[config.mk]
export PLATFORM = sky130hd
export DESIGN_NAME = vend_dispenser
export DESIGN_NICKNAME = d
export VERILOG_FILES = /design/src/rtl/vend_pkg.sv /design/src/rtl/vend_timer.sv /design/src/rtl/vend_dispenser.sv
export SDC_FILE = /design/constraint.sdc
export NUM_CORES = 1
export LEC_CHECK = 0
export ABC_AREA = 1
export CAP_MARGIN = 5
export CORE_MARGIN = 10
export CORE_UTILIZATION = 55
export CTS_CLUSTER_SIZE = 20
export DETAILED_ROUTE_END_ITERATION = 16
export GPL_TIMING_DRIVEN = 0
export HOLD_SLACK_MARGIN = 0.1
export PLACE_DENSITY = 0.88
export SETUP_SLACK_MARGIN = 0.4
export SYNTH_ARGS = -nofsm -noshare
export SYNTH_HDL_FRONTEND = slang
export SYNTH_HIERARCHICAL = 1
export SYNTH_SLANG_ARGS = --single-unit
[constraint.sdc]
create_clock -name clk -period 3.9 [get_ports clk]
set_input_delay 0.39 -clock clk [delete_from_list [all_inputs] [get_ports clk]]
set_output_delay 0.39 -clock clk [all_outputs]
set_load 0.005 [all_outputs]
[src/rtl/vend_pkg.sv]
`default_nettype none
// +----------------------------------------------------------------------------+
// | Module   : vend_pkg                                                        |
// | Brief    : Shared command/fault encodings and dispenser state type.        |
// | Revision : 1.0                                                             |
// +----------------------------------------------------------------------------+
package vend_pkg;

    localparam logic [1:0] CMD_NONE     = 2'b00;
    localparam logic [1:0] CMD_PROD     = 2'b10;
    localparam logic [1:0] CMD_PROD_CHG = 2'b11;
    localparam logic [1:0] CMD_CHG      = 2'b01;

    localparam logic [1:0] FAULT_NONE   = 2'b00;
    localparam logic [1:0] FAULT_NODROP = 2'b01;
    localparam logic [1:0] FAULT_NOCOIN = 2'b10;

    typedef enum logic [2:0] {
        ST_IDLE      = 3'd0,
        ST_MOTOR     = 3'd1,
        ST_WAIT_DROP = 3'd2,
        ST_HOPPER    = 3'd3,
        ST_WAIT_COIN = 3'd4,
        ST_DONE      = 3'd5,
        ST_FAULT     = 3'd6
    } dispense_state_t;

    function automatic logic cmd_has_product(input logic [1:0] c);
        return (c == CMD_PROD) || (c == CMD_PROD_CHG);
    endfunction

    function automatic logic cmd_has_change(input logic [1:0] c);
        return (c == CMD_PROD_CHG) || (c == CMD_CHG);
    endfunction

endpackage
`default_nettype wire

[src/rtl/vend_timer.sv]
`default_nettype none
// +----------------------------------------------------------------------------+
// | Module   : vend_timer                                                      |
// | Brief    : Saturating loadable up-counter with clear and terminal compare. |
// | Revision : 1.0                                                             |
// +----------------------------------------------------------------------------+
module vend_timer #(
    parameter int CNT_W = 6
) (
    input  logic             clk,
    input  logic             rst,
    input  logic             clr,
    input  logic             load,
    input  logic [CNT_W-1:0] load_val,
    input  logic [CNT_W-1:0] limit,
    output logic             tc
);

    logic [CNT_W-1:0] r_cnt;
    logic [CNT_W-1:0] w_count;

    // clr marks the first cycle of a new interval: the count reads as zero
    // this cycle, so the compare sees elapsed cycles without a one-cycle lag.
    assign w_count = clr ? '0 : r_cnt;
    assign tc      = (w_count == limit);

    always_ff @(posedge clk or posedge rst) begin
        if (rst) begin
            r_cnt <= '0;
        end else if (load) begin
            r_cnt <= load_val;
        end else if (w_count != '1) begin
            r_cnt <= w_count + CNT_W'(1);
        end else begin
            r_cnt <= w_count;
        end
    end

endmodule
`default_nettype wire

[src/rtl/vend_dispenser.sv]
`default_nettype none
// +----------------------------------------------------------------------------+
// | Module   : vend_dispenser                                                  |
// | Brief    : Motor/hopper actuator responder with sensor confirmation,       |
// |            one-deep command slot and fault reporting.                      |
// |            Option macro VEND_RETRY_EN: one motor retry on drop timeout.    |
// | Revision : 1.0                                                             |
// +----------------------------------------------------------------------------+
module vend_dispenser #(
    parameter int MOTOR_CYCLES  = 8,
    parameter int DROP_TIMEOUT  = 32,
    parameter int HOPPER_CYCLES = 4,
    parameter int COIN_TIMEOUT  = 16,
    parameter int CNT_W         = 6
) (
    input  logic       clk,
    input  logic       rst,
    input  logic [1:0] cmd,
    input  logic       item_sensed,
    input  logic       coin_sensed,
    input  logic       fault_clr,
    output logic       motor_on,
    output logic       hopper_on,
    output logic       busy,
    output logic       vend_done,
    output logic       fault,
    output logic [1:0] fault_code,
    output logic       overrun
);

    import vend_pkg::*;

    dispense_state_t  r_state;
    logic [1:0]       r_cmd;
    logic [1:0]       r_pend_cmd;
    logic [1:0]       r_fault_code;
    logic             r_pend_vld;
    logic             r_overrun;
    logic             r_drop;
    logic             r_coin;
    logic             r_enter;

    logic             w_req;
    logic             w_pop;
    logic [1:0]       w_launch;
    logic             w_drop;
    logic             w_coin;
    logic             w_tc;
    logic             w_retry_ok;
    logic [CNT_W-1:0] w_limit;

    assign w_req  = (cmd != CMD_NONE);
    assign w_pop  = r_pend_vld && ((r_state == ST_IDLE) || (r_state == ST_DONE));
    // A queued command always goes first; a live cmd only launches from IDLE.
    assign w_launch = r_pend_vld ? r_pend_cmd :
                      ((r_state == ST_IDLE) ? cmd : CMD_NONE);
    assign w_drop = r_drop | item_sensed;
    assign w_coin = r_coin | coin_sensed;

    always_comb begin
        w_limit = '1;
        case (r_state)
            ST_MOTOR:     w_limit = CNT_W'(MOTOR_CYCLES - 1);
            ST_WAIT_DROP: w_limit = CNT_W'(DROP_TIMEOUT - 1);
            ST_HOPPER:    w_limit = CNT_W'(HOPPER_CYCLES - 1);
            ST_WAIT_COIN: w_limit = CNT_W'(COIN_TIMEOUT - 1);
            default:      ;
        endcase
    end

    vend_timer #(.CNT_W(CNT_W)) u_timer (
        .clk      (clk),
        .rst      (rst),
        .clr      (r_enter),
        .load     (1'b0),
        .load_val ('0),
        .limit    (w_limit),
        .tc       (w_tc)
    );

`ifdef VEND_RETRY_EN
    logic r_retry;

    always_ff @(posedge clk or posedge rst) begin
        if (rst) begin
            r_retry <= 1'b0;
        end else if ((r_state == ST_DONE) || (r_state == ST_FAULT)) begin
            r_retry <= 1'b0;
        end else if ((r_state == ST_WAIT_DROP) && !w_drop && w_tc) begin
            r_retry <= 1'b1;
        end
    end

    assign w_retry_ok = !r_retry;
`else
    assign w_retry_ok = 1'b0;
`endif

    always_ff @(posedge clk or posedge rst) begin
        if (rst) begin
            r_state      <= ST_IDLE;
            r_enter      <= 1'b0;
            r_cmd        <= CMD_NONE;
            r_pend_cmd   <= CMD_NONE;
            r_pend_vld   <= 1'b0;
            r_fault_code <= FAULT_NONE;
            r_overrun    <= 1'b0;
            r_drop       <= 1'b0;
            r_coin       <= 1'b0;
        end else begin
            r_enter <= 1'b0;
            if ((r_state == ST_MOTOR) && item_sensed) r_drop <= 1'b1;
            if ((r_state == ST_HOPPER) && coin_sensed) r_coin <= 1'b1;

            if (r_state == ST_FAULT) begin
                r_pend_vld <= 1'b0;
            end else if (w_pop) begin
                r_pend_vld <= w_req;
                r_pend_cmd <= cmd;
            end else if ((r_state != ST_IDLE) && w_req) begin
                if (r_pend_vld) begin
                    r_overrun <= 1'b1;
                end else begin
                    r_pend_vld <= 1'b1;
                    r_pend_cmd <= cmd;
                end
            end

            case (r_state)
                ST_IDLE, ST_DONE: begin
                    if (w_launch != CMD_NONE) begin
                        r_cmd   <= w_launch;
                        r_drop  <= 1'b0;
                        r_coin  <= 1'b0;
                        r_enter <= 1'b1;
                        r_state <= cmd_has_product(w_launch) ? ST_MOTOR : ST_HOPPER;
                    end else if (r_state == ST_DONE) begin
                        r_enter <= 1'b1;
                        r_state <= ST_IDLE;
                    end
                end
                ST_MOTOR: begin
                    if (w_tc) begin
                        r_enter <= 1'b1;
                        r_state <= ST_WAIT_DROP;
                    end
                end
                ST_WAIT_DROP: begin
                    if (w_drop) begin
                        r_enter <= 1'b1;
                        r_coin  <= 1'b0;
                        r_state <= cmd_has_change(r_cmd) ? ST_HOPPER : ST_DONE;
                    end else if (w_tc) begin
                        r_enter <= 1'b1;
                        if (w_retry_ok) begin
                            r_state <= ST_MOTOR;
                        end else begin
                            r_state      <= ST_FAULT;
                            r_fault_code <= FAULT_NODROP;
                        end
                    end
                end
                ST_HOPPER: begin
                    if (w_tc) begin
                        r_enter <= 1'b1;
                        r_state <= ST_WAIT_COIN;
                    end
                end
                ST_WAIT_COIN: begin
                    if (w_coin) begin
                        r_enter <= 1'b1;
                        r_state <= ST_DONE;
                    end else if (w_tc) begin
                        r_enter      <= 1'b1;
                        r_state      <= ST_FAULT;
                        r_fault_code <= FAULT_NOCOIN;
                    end
                end
                ST_FAULT: begin
                    if (fault_clr) begin
                        r_enter      <= 1'b1;
                        r_state      <= ST_IDLE;
                        r_fault_code <= FAULT_NONE;
                        r_overrun    <= 1'b0;
                    end
                end
                default: begin
                    r_enter <= 1'b1;
                    r_state <= ST_IDLE;
                end
            endcase
        end
    end

    assign motor_on   = (r_state == ST_MOTOR);
    assign hopper_on  = (r_state == ST_HOPPER);
    assign busy       = (r_state != ST_IDLE);
    assign vend_done  = (r_state == ST_DONE);
    assign fault      = (r_state == ST_FAULT);
    assign fault_code = r_fault_code;
    assign overrun    = r_overrun;

endmodule
`default_nettype wire

==> impl_metrics.tcl, run 1 <==
set metrics [dict create \
    cts_htree_levels 1 \
    yosysMostFrequentCell "nand2_1" \
    ys.flop_type "dfrtp_1" \
    fill_cells 217 \
    diodes 0 \
    synth-edff-count 0 \
    reg2reg_slack_ns 1.64 \
    synthAdderAreaFrac_pct 0.902 \
    fin_setup_tns_ns 0 \
    viasPerCell 4.83 \
    post_cts_buffers 0 \
    cp.depth 18 \
    tritoncts "done" \
    chipHeight_microns 70.2 \
    ir_drop_mv 0.537 \
    reg2regPathDepth 18 \
    stdcell_count 257 \
    cts_sinks 19 \
    die_width_microns 70.2 \
    critPathBufInv 5 \
    power_density_nw_per_um2 672 \
    cts_buffers 3 \
    final_util_pct 66.8 \
    leakage_nw 0.841 \
    power_w 0.00109 \
    remaining_drc_errors 0 \
    synth_top_family_by_area "simple AND/OR/NAND/NOR gates" \
    hold_slack_ns 0.335 \
    setup_violations 0 \
    crit_arrival_ns 2.50 \
    crit_slowest_cell "dfrtp_1" \
    cp-start-kind "register" \
    r2r_start "r_state[2]$_DFFE_PP0P_" \
    period_needed_ns 2.26 \
    dpl.hpwl_microns 2240 \
    slew_headroom_pct 65.9 \
    synth_cell_type_count 30 \
    yosysTopAreaCellShare_pct 34.3 \
    r2r-end "r_state[2]$_DFFE_PP0P_" \
    cts_buffer_depth 2 \
    hold_buffers 0 \
    syn_inst 200 \
    grt_pass1_vias 1193 \
    drv_slew 0 \
    crit_top_cell "nand2_1" \
    status "complete, no violations" \
    ant_nets 0 \
    drive_gt1_share_pct 18.1 \
    regArea_sq_um 475 \
    yosysTopAreaCell "dfrtp_1" \
    muxShareOfSynthArea_pct 0 \
    rsz0062_at_grt "no" \
    dieArea_sq_um 4930 \
    dp.cells 253 \
    clkTransAtPathRegs_ns 0.12 \
    yosysWarnings 6 \
    crit_required_ns 4.13 \
    ys_async_sr_fraction_pct 100 \
    io_buffers 14 \
    boundaryPins 15 \
    fin_nets 236 \
    dr.pass1.iters 4 \
    hold_viol_final 0 \
    routed_wl_microns 2760 \
    placement_rows 18 \
    synth.top_cells.by_count "43 x nand2_1, 26 x inv_1, 24 x nor2_1, 19 x dfrtp_1, 14 x nand2_2" \
    fmax_ghz 0.442 \
    cts_root_buf "clkbuf_4" \
    gp_congestion 0.839 \
    ys_top_cells_by_area "dfrtp_1 34%, nand2_1 12%, inv_1 7.0%" \
    wl_per_cell_microns 10.7 \
    initial_core_util_pct 57.0 \
    via_count 1242 \
    finClkSkew_ns 0.00208 \
    synth-xor-area-share_pct 3.16 \
    critPathTopFamily "simple AND/OR/NAND/NOR gates" \
    tightestPinTransition_ns 0.511 \
    synth_area_per_cell_sq_um 6.94 \
    cap_violations 0 \
    clock_latency_ns 0.29 \
    syn_to_final_growth_pct 17.1 \
    crit_fanout 6 \
    track_usage_pct 11.6 \
    antenna_found_initial 0 \
    core_area_sq_um 2430 \
    grt_start_max_net_pins 14 \
    crit_path_end_kind "register" \
    drt_first_iter_violations 111 \
    grt_pass1_wl_microns 5040 \
    synth-seq-cells 19 \
    syn_area_sq_um 1390 \
    grt.overflow.total 0 \
    crit_chain "inv_4 > nand2_2 > inv_1 > nand2_2 > nand2_1 > inv_2 > nand3_1 > inv_1 > inv_1 > nand2_1 > nand2_1 > nor3_1 > nand2_1 > nor2_2 > nor2_1 > o21ai_0 > a21oi_1 > o21ai_1" \
    yosysSeqAreaShare_pct 34.3 \
    hold_path_class "in2async" \
    critical_path_class "reg2reg" \
    cts_resized 0 \
    synthSimpleGateAreaFrac_pct 38.4 \
    cpPeakStageDelay_ns 0.55 \
    multi_input_comb_area_sq_um 801 \
    synth_compound_gate_area_share_pct 12.3 \
    finalCritPeriodShare_pct 58.1 \
]
==> where the power goes <==
group | internal [W] | total [W] | switching (W)
clock network | 0.0000397 | 0.000104 | 0.0000641
registers | 0.000268 | 0.000327 | 0.0000589
logic | 0.000263 | 0.000661 | 0.000398
==> metrics by stage <==
stage	setup WS [ns]	cell area [sq um]
final	1.64	1630
after floorplan	1.93	1420
after global placement	1.69	1600
after CTS	1.63	1630
after detailed placement	1.67	1600
after global routing	1.33	1630
==> layer usage <==
metal	track usage [%]	part of all wire, %	up-vias
li1	-	-	671
met1	15.5	52	538
met2	18.6	43	31
met3	2.12	4.6	2
met4	2.63	0.51	0
met5	0	0	-
==> placed cells by master, fill, tap and decap left out <==
cell type        instances
clkbuf_1                 1
o21a_1                   1
inv_4                    1
nand3_2                  2
o21ai_1                  7
nand3_1                 13
inv_2                    7
dfrtp_1                 19
inv_1                   26
clkdlybuf4s50_1         14
buf_6                    1
nor2_2                   4
xor2_1                   3
conb_1                  11
o22ai_1                  1
o21ai_0                  6
a21oi_1                  6
clkbuf_4                 3
a21oi_4                  1
nor2_4                   4
nor2_1                  24
o211ai_1                 1
nand4_1                  1
o21bai_1                 1
nor3_1                   2
nand2_4                  2
ha_1                     1
clkinv_1                 1
nand2_2                 14
xnor2_1                  2
a31oi_1                  2
nand2_1                 43
a21oi_2                  2
==> how the worst max path moves through the flow <==
stage                                       from                     end  slack (ns)
after floorplan           r_state[2]$_DFFE_PP0P_  r_state[1]$_DFFE_PP0P_        1.93
after global placement    r_state[2]$_DFFE_PP0P_  r_state[1]$_DFFE_PP0P_        1.69
after global routing      r_state[2]$_DFFE_PP0P_  r_state[1]$_DFFE_PP0P_        1.33
final                     r_state[2]$_DFFE_PP0P_  r_state[2]$_DFFE_PP0P_        1.64
after CTS                 r_state[2]$_DFFE_PP0P_  r_state[2]$_DFFE_PP0P_        1.63
after detailed placement  r_state[2]$_DFFE_PP0P_  r_state[2]$_DFFE_PP0P_        1.67
==> cell families after synthesis <==
kind of cell,Yosys count
AO/OA/AOI/OAI,28
XOR/XNOR,5
adder cells (fa/ha/maj),1
buffers and inverters,36
flip-flops,19
other,2
AND/OR/NAND/NOR,109
==> state kept, by name (all words and copies together) (netlist names) <==
register       cells
overrun            1
r_pend_vld         1
r_drop             1
fault_code         2
r_pend_cmd         2
r_cmd              1
r_coin             1
u_timer/r_cnt      6
r_state            3
r_enter            1
==> final cells by class <==
| cell class | instances | area share [%] |
|---|---|---|
| plain buffers | 1 | 0.693 |
| flip-flops and latches | 19 | 29.3 |
| well taps | 30 | 2.31 |
| inverters | 35 | 8.24 |
| clock buffers | 4 | 1.62 |
| repair buffers | 14 | 8.62 |
| multi-input cells | 154 | 49.3 |
No activity file was read; power rests on OpenSTA's default activity.
==> inputs of run 2 (changes only) <==
==> constraint.sdc (replaced) <==
create_clock -name clk -period 2.16 [get_ports clk]
set_input_delay 0.216 -clock clk [delete_from_list [all_inputs] [get_ports clk]]
set_output_delay 0.216 -clock clk [all_outputs]
set_load 0.005 [all_outputs]
==> run 2 against run 1 <==
  * The run now ends with setup timing left
  * Sequential share of layout area down 3.2 points
  * Register-to-register slack worse by 1.6 ns
  * Wire length up 36%
  * Final area up 13%
  * Global-route usage up 2.6 points
  * Worst setup slack worse by 1.6 ns
  * Critical path depth up 1
  * Total power up 120%
  * Maximum frequency up 4.5%
  * Critical path type unchanged
  * Critical endpoint is now r_state[1]$_DFFE_PP0P_
  * Largest power group unchanged
==> impl_metrics.tcl, run 2 (synthesized netlist as in run 1, its figures left out) <==
set metrics [dict create \
    final_cell_mix "36 x nand2_1, 23 x inv_1, 22 x nor2_1" \
    antenna_found_initial 0 \
    rsz0062_at_grt "yes" \
    power_w 0.00241 \
    cts_buffer_depth 2 \
    dp.cells 253 \
    track_usage_pct 14.2 \
    critical_path_class "reg2reg" \
    ir_drop_mv 0.968 \
    core_area_sq_um 2430 \
    die_width_microns 70.2 \
    cts_htree_levels 1 \
    crit_fanout 4 \
    crit_slowest_cell "dfrtp_2" \
    drive_gt1_share_pct 32.1 \
    dpl.hpwl_microns 2300 \
    initial_core_util_pct 57.0 \
    chipHeight_microns 70.2 \
    finalCritPeriodShare_pct 100 \
    grt_pass1_wl_microns 5960 \
    cts_sinks 19 \
    io_buffers 14 \
    crit_path_end_kind "register" \
    cap_violations 0 \
    viasPerCell 5.06 \
    crit_arrival_ns 2.41 \
    hold_viol_final 0 \
    grt.overflow.total 0 \
    cp-start-kind "register" \
    leakage_nw 0.951 \
    r2r_start "r_state[2]$_DFFE_PP0P_" \
    grt_start_max_net_pins 14 \
    cts_root_buf "clkbuf_4" \
    r2r-end "r_state[1]$_DFFE_PP0P_" \
    cts_buffers 3 \
    placement_rows 18 \
    reg2reg_slack_ns -0.007 \
    dr.pass1.iters 4 \
    diodes 0 \
    via_count 1382 \
    violations "setup timing" \
    critPathBufInv 4 \
    gp_congestion 0.861 \
    fin_nets 252 \
    syn_to_final_growth_pct 32.4 \
    largest_reg_flops 6 \
    slew_headroom_pct 66.7 \
    stdcell_count 273 \
    reg2regPathDepth 19 \
    dieArea_sq_um 4930 \
    finClkSkew_ns 0.00214 \
    drv_slew 0 \
    cpPeakStageDelay_ns 0.45 \
    worst_slack_ns -0.00703 \
    period_needed_ns 2.17 \
    tightestPinTransition_ns 0.499 \
    tritoncts "done" \
    power_density_nw_per_um2 1310 \
    crit_chain "inv_4 > nand2_2 > inv_2 > nand2_4 > nand2_2 > inv_2 > nand3_4 > inv_2 > o21ai_1 > nand2_2 > nor3_2 > nand2_1 > nor2_4 > nand3_2 > o21ai_2 > nor2_1 > o21ai_1 > nand3_1 > nand2_1" \
    grt_pass1_vias 1345 \
    status "finished, violations left" \
    clock_latency_ns 0.30 \
    remaining_drc_errors 0 \
    wl_per_cell_microns 13.7 \
    final_common_cell "nand2_1" \
    hold_slack_ns 0.147 \
    place_ws_ns -0.0255 \
    crit_required_ns 2.40 \
    drt_first_iter_violations 106 \
    hold_path_class "in2async" \
    setup_violations 1 \
    regMostFlops "u_timer/r_cnt" \
    boundaryPins 15 \
    top_regs "u_timer/r_cnt (6), r_state (3)" \
    fmax_ghz 0.461 \
    routed_wl_microns 3740 \
    ant_nets 0 \
    clkTransAtPathRegs_ns 0.11 \
    critPathTopFamily "simple AND/OR/NAND/NOR gates" \
]
==> run 2: worst max-delay path by stage <==
stage | start | endpoint | slack, ns | cells past startpoint
after floorplan | r_state[2]$_DFFE_PP0P_ | r_state[1]$_DFFE_PP0P_ | 0.23 | 19
after global placement | r_state[2]$_DFFE_PP0P_ | r_state[1]$_DFFE_PP0P_ | 0.004 | 19
after detailed placement | r_state[2]$_DFFE_PP0P_ | r_state[1]$_DFFE_PP0P_ | -0.03 | 20
after CTS | r_state[1]$_DFFE_PP0P_ | r_state[1]$_DFFE_PP0P_ | 0.22 | 17
after global routing | r_state[1]$_DFFE_PP0P_ | r_state[1]$_DFFE_PP0P_ | -0.11 | 17
final | r_state[2]$_DFFE_PP0P_ | r_state[1]$_DFFE_PP0P_ | -0.007 | 19
==> run 2: worst reg2reg max path, stage by stage (launching register included) <==
cell and delay [ns]:
dfrtp_2 0.45, inv_4 0.09, nand2_2 0.07, inv_2 0.08, nand2_4 0.05, nand2_2 0.06
inv_2 0.05, nand3_4 0.07, inv_2 0.05, o21ai_1 0.10, nand2_2 0.09, nor3_2 0.12
nand2_1 0.11, nor2_4 0.20, nand3_2 0.10, o21ai_2 0.14, nor2_1 0.06, o21ai_1 0.08
nand3_1 0.08, nand2_1 0.06
==> run 2: timing repair <==
action                                  4_1_cts  5_1_grt
buffers inserted                             12        4
endpoints found under the setup margin       11        9
pin swaps                                    10        8
gates resized for setup                      16       11
hold buffers                                  0        0
==> run 2: final cells by class <==
type	count	area, sq um
plain buffers	1	11.3
clock buffers	4	26.3
fillers	177	596
inverters	35	134
multi-input cells	154	890
flip-flops and latches	19	478
well taps	30	37.5
repair buffers	30	260
==> run 2: layer usage <==
layer | up-vias | share of wire (%) | track usage [%] | routed length [microns]
met2 | 52 | 49 | 23.4 | 1820
met4 | 0 | 1.6 | 7.24 | 58
li1 | 697 | - | - | -
met1 | 625 | 43 | 16.5 | 1630
met3 | 8 | 6.3 | 3.39 | 235
met5 | - | 0 | 0 | 0
==> run 2: through the flow <==
step / area (sq um) / util [%] / setup TNS, ns
2_1_floorplan: 1430 / - / 0
3_3_place_gp: 1610 / 66.0 / 0
3_5_place_dp: 1610 / 66.0 / -0.0255
4_1_cts: 1770 / 72.7 / 0
5_1_grt: 1840 / 75.5 / -0.118
6_report: 1840 / 75.5 / -0.00703
==> run 2: report_power, final <==
part           switching [W]  total (W)  internal [W]
logic               0.000959    0.00163      0.000669
registers           0.000104   0.000591      0.000487
clock network       0.000114   0.000186     0.0000719
==> inputs of run 3 (changes only) <==
==> constraint.sdc (replaced) <==
create_clock -name clk -period 2.4 [get_ports clk]
set_input_delay 0.24 -clock clk [delete_from_list [all_inputs] [get_ports clk]]
set_output_delay 0.24 -clock clk [all_outputs]
set_load 0.005 [all_outputs]
==> run 3 against run 2 <==
  * The flow now finishes without violations
  * Register-to-register slack gained 0.11 ns
  * Maximum frequency shrank 5.5%
  * Utilization grew 0.67 points
  * Sequential cell count is the same
  * Cell count grew 0.37%
  * Via count grew 4.3%
  * Global-route usage shrank 0.99 points
  * Clock power shrank 5%
  * Count of clock-buffer cells in the layout is the same
  * Clock skew grew 0.011 ns
  * Critical endpoint is now r_state[2]$_DFFE_PP0P_
  * Largest cell class unchanged
==> impl_metrics.tcl, run 3 (synthesized netlist as in run 1, its figures left out) <==
set metrics [dict create \
    fmax_ghz 0.436 \
    initial_core_util_pct 57.0 \
    hold_slack_ns 0.185 \
    syn_to_final_growth_pct 33.5 \
    wl_per_cell_microns 13.9 \
    clkPwrFrac_pct 8.0 \
    cts_sinks 19 \
    remaining_drc_errors 0 \
    chipHeight_microns 70.2 \
    p_sw_share_pct 49.4 \
    viasPerCell 5.26 \
    final_cell_mix "39 x nand2_1, 23 x inv_1, 21 x nor2_1" \
    cts_root_buf "clkbuf_4" \
    crit_required_ns 2.62 \
    fin_setup_tns_ns 0 \
    grt_start_max_net_pins 14 \
    rsz0062_at_grt "yes" \
    drt_first_iter_violations 107 \
    finClkSkew_ns 0.0135 \
    power_density_nw_per_um2 1200 \
    status "complete, no violations" \
    antenna_found_initial 0 \
    core_area_sq_um 2430 \
    crit_chain "inv_4 > nand2_4 > inv_2 > nand2_2 > nand2_2 > inv_2 > nand3_4 > nand2_2 > inv_2 > nor2_2 > nor3_2 > nand2_1 > nor2_4 > buf_4 > nor2_4 > nand2_2 > nand3_2 > o21ai_1" \
    worst_slack_ns 0.106 \
    cp-start-kind "register" \
    hold_viol_final 0 \
    crit_arrival_ns 2.51 \
    crit_slowest_cell "dfrtp_2" \
    diodes 0 \
    reg2regPathDepth 18 \
    gp_congestion 0.839 \
    ant_nets 0 \
    routed_wl_microns 3810 \
    dieArea_sq_um 4930 \
    crit_fanout 4 \
    finalCritPeriodShare_pct 95.6 \
    power_w 0.00222 \
    p_int_w 0.00112 \
    pwr-share-seq_pct 23.9 \
    place_ws_ns 0.165 \
    tightestPinTransition_ns 0.525 \
    power_frac_comb_pct 68.1 \
    reg2reg_slack_ns 0.11 \
    grt.overflow.total 0 \
    grt_pass1_vias 1360 \
    tritoncts "done" \
    drive_gt1_share_pct 31.1 \
    cpPeakStageDelay_ns 0.47 \
    clkTransAtPathRegs_ns 0.13 \
    regMostFlops "u_timer/r_cnt" \
    largest_reg_flops 6 \
    cts_buffers 3 \
    r2r-end "r_state[2]$_DFFE_PP0P_" \
    io_buffers 14 \
    hold_path_class "in2async" \
    dpl.hpwl_microns 2240 \
    setup_violations 0 \
    clock_latency_ns 0.30 \
    dr.pass1.iters 4 \
    via_count 1442 \
    boundaryPins 15 \
    drv_slew 0 \
    track_usage_pct 13.2 \
    fin_nets 253 \
    power.switching_w 0.00110 \
    placement_rows 18 \
    grt_pass1_wl_microns 5700 \
    cts_buffer_depth 2 \
    top_regs "u_timer/r_cnt (6), r_state (3)" \
    crit_path_end_kind "register" \
    hold_buffers 0 \
    slew_headroom_pct 64.9 \
    cap_violations 0 \
    crit_top_cell "nand2_2" \
    die_width_microns 70.2 \
    final_common_cell "nand2_1" \
    leakage_nw 0.965 \
    final_util_pct 76.2 \
    period_needed_ns 2.29 \
    ir_drop_mv 0.961 \
    cts_htree_levels 1 \
    critical_path_class "reg2reg" \
    r2r_start "r_state[2]$_DFFE_PP0P_" \
]
-- run 3: how the worst max path moves through the flow --
stage / start / slack, ns / to
after CTS: r_state[1]$_DFFE_PP0P_ / 0.39 / r_state[1]$_DFFE_PP0P_
after global routing: r_state[2]$_DFFE_PP0P_ / 0.05 / r_state[2]$_DFFE_PP0P_
after detailed placement: r_state[2]$_DFFE_PP0P_ / 0.17 / r_state[2]$_DFFE_PP0P_
after global placement: r_state[2]$_DFFE_PP0P_ / 0.19 / r_state[1]$_DFFE_PP0P_
after floorplan: r_state[2]$_DFFE_PP0P_ / 0.43 / r_state[1]$_DFFE_PP0P_
final: r_state[2]$_DFFE_PP0P_ / 0.11 / r_state[2]$_DFFE_PP0P_
-- run 3: timing repair --
item,4_1_cts,5_1_grt
endpoints found under the setup margin,6,6
setup buffers,10,7
gates resized for setup,12,17
pin swaps,9,20
cloned,0,0
-- run 3: cell type report --
| type | count | area [sq um] |
|---|---|---|
| buffer | 1 | 11.3 |
| clock buffer | 4 | 26.3 |
| fill | 172 | 579 |
| inverter | 35 | 134 |
| multi-input combinational | 154 | 892 |
| sequential | 19 | 478 |
| tap | 30 | 37.5 |
| timing repair buffer | 31 | 274 |
-- run 3: power groups by stage --
stage	clock network [W]	registers, W	logic (W)
after floorplan	0	0.000519	0.000829
after global placement	0	0.000533	0.00105
after detailed placement	0	0.000538	0.00108
after CTS	0.000171	0.000528	0.00123
after global routing	0.000190	0.000545	0.00164
final	0.000177	0.000532	0.00151
-- run 3: per-stage QoR --
step | instances | instance area [sq um]
floorplan | 209 | 1420
detailed placement | 253 | 1600
global route | 274 | 1850
global placement | 253 | 1600
finish | 274 | 1850
CTS | 267 | 1730
-- run 3: layer usage --
| layer | share of wire [%] | global-route usage, % | wire length, microns | up-vias |
|---|---|---|---|---|
| li1 | - | - | - | 704 |
| met5 | 0 | 0 | 0 | - |
| met4 | 3.5 | 5.70 | 133 | 0 |
| met2 | 47 | 21.6 | 1800 | 49 |
| met3 | 5.5 | 2.54 | 211 | 15 |
| met1 | 44 | 16.3 | 1670 | 674 |
-- run 3: critical path, delay by kind of cell, from the launching register on --
family	cells	cell delay [ns]
AO/OA/AOI/OAI	1	0.21
buffers and inverters	5	0.43
flip-flops	1	0.47
AND/OR/NAND/NOR	12	1.09
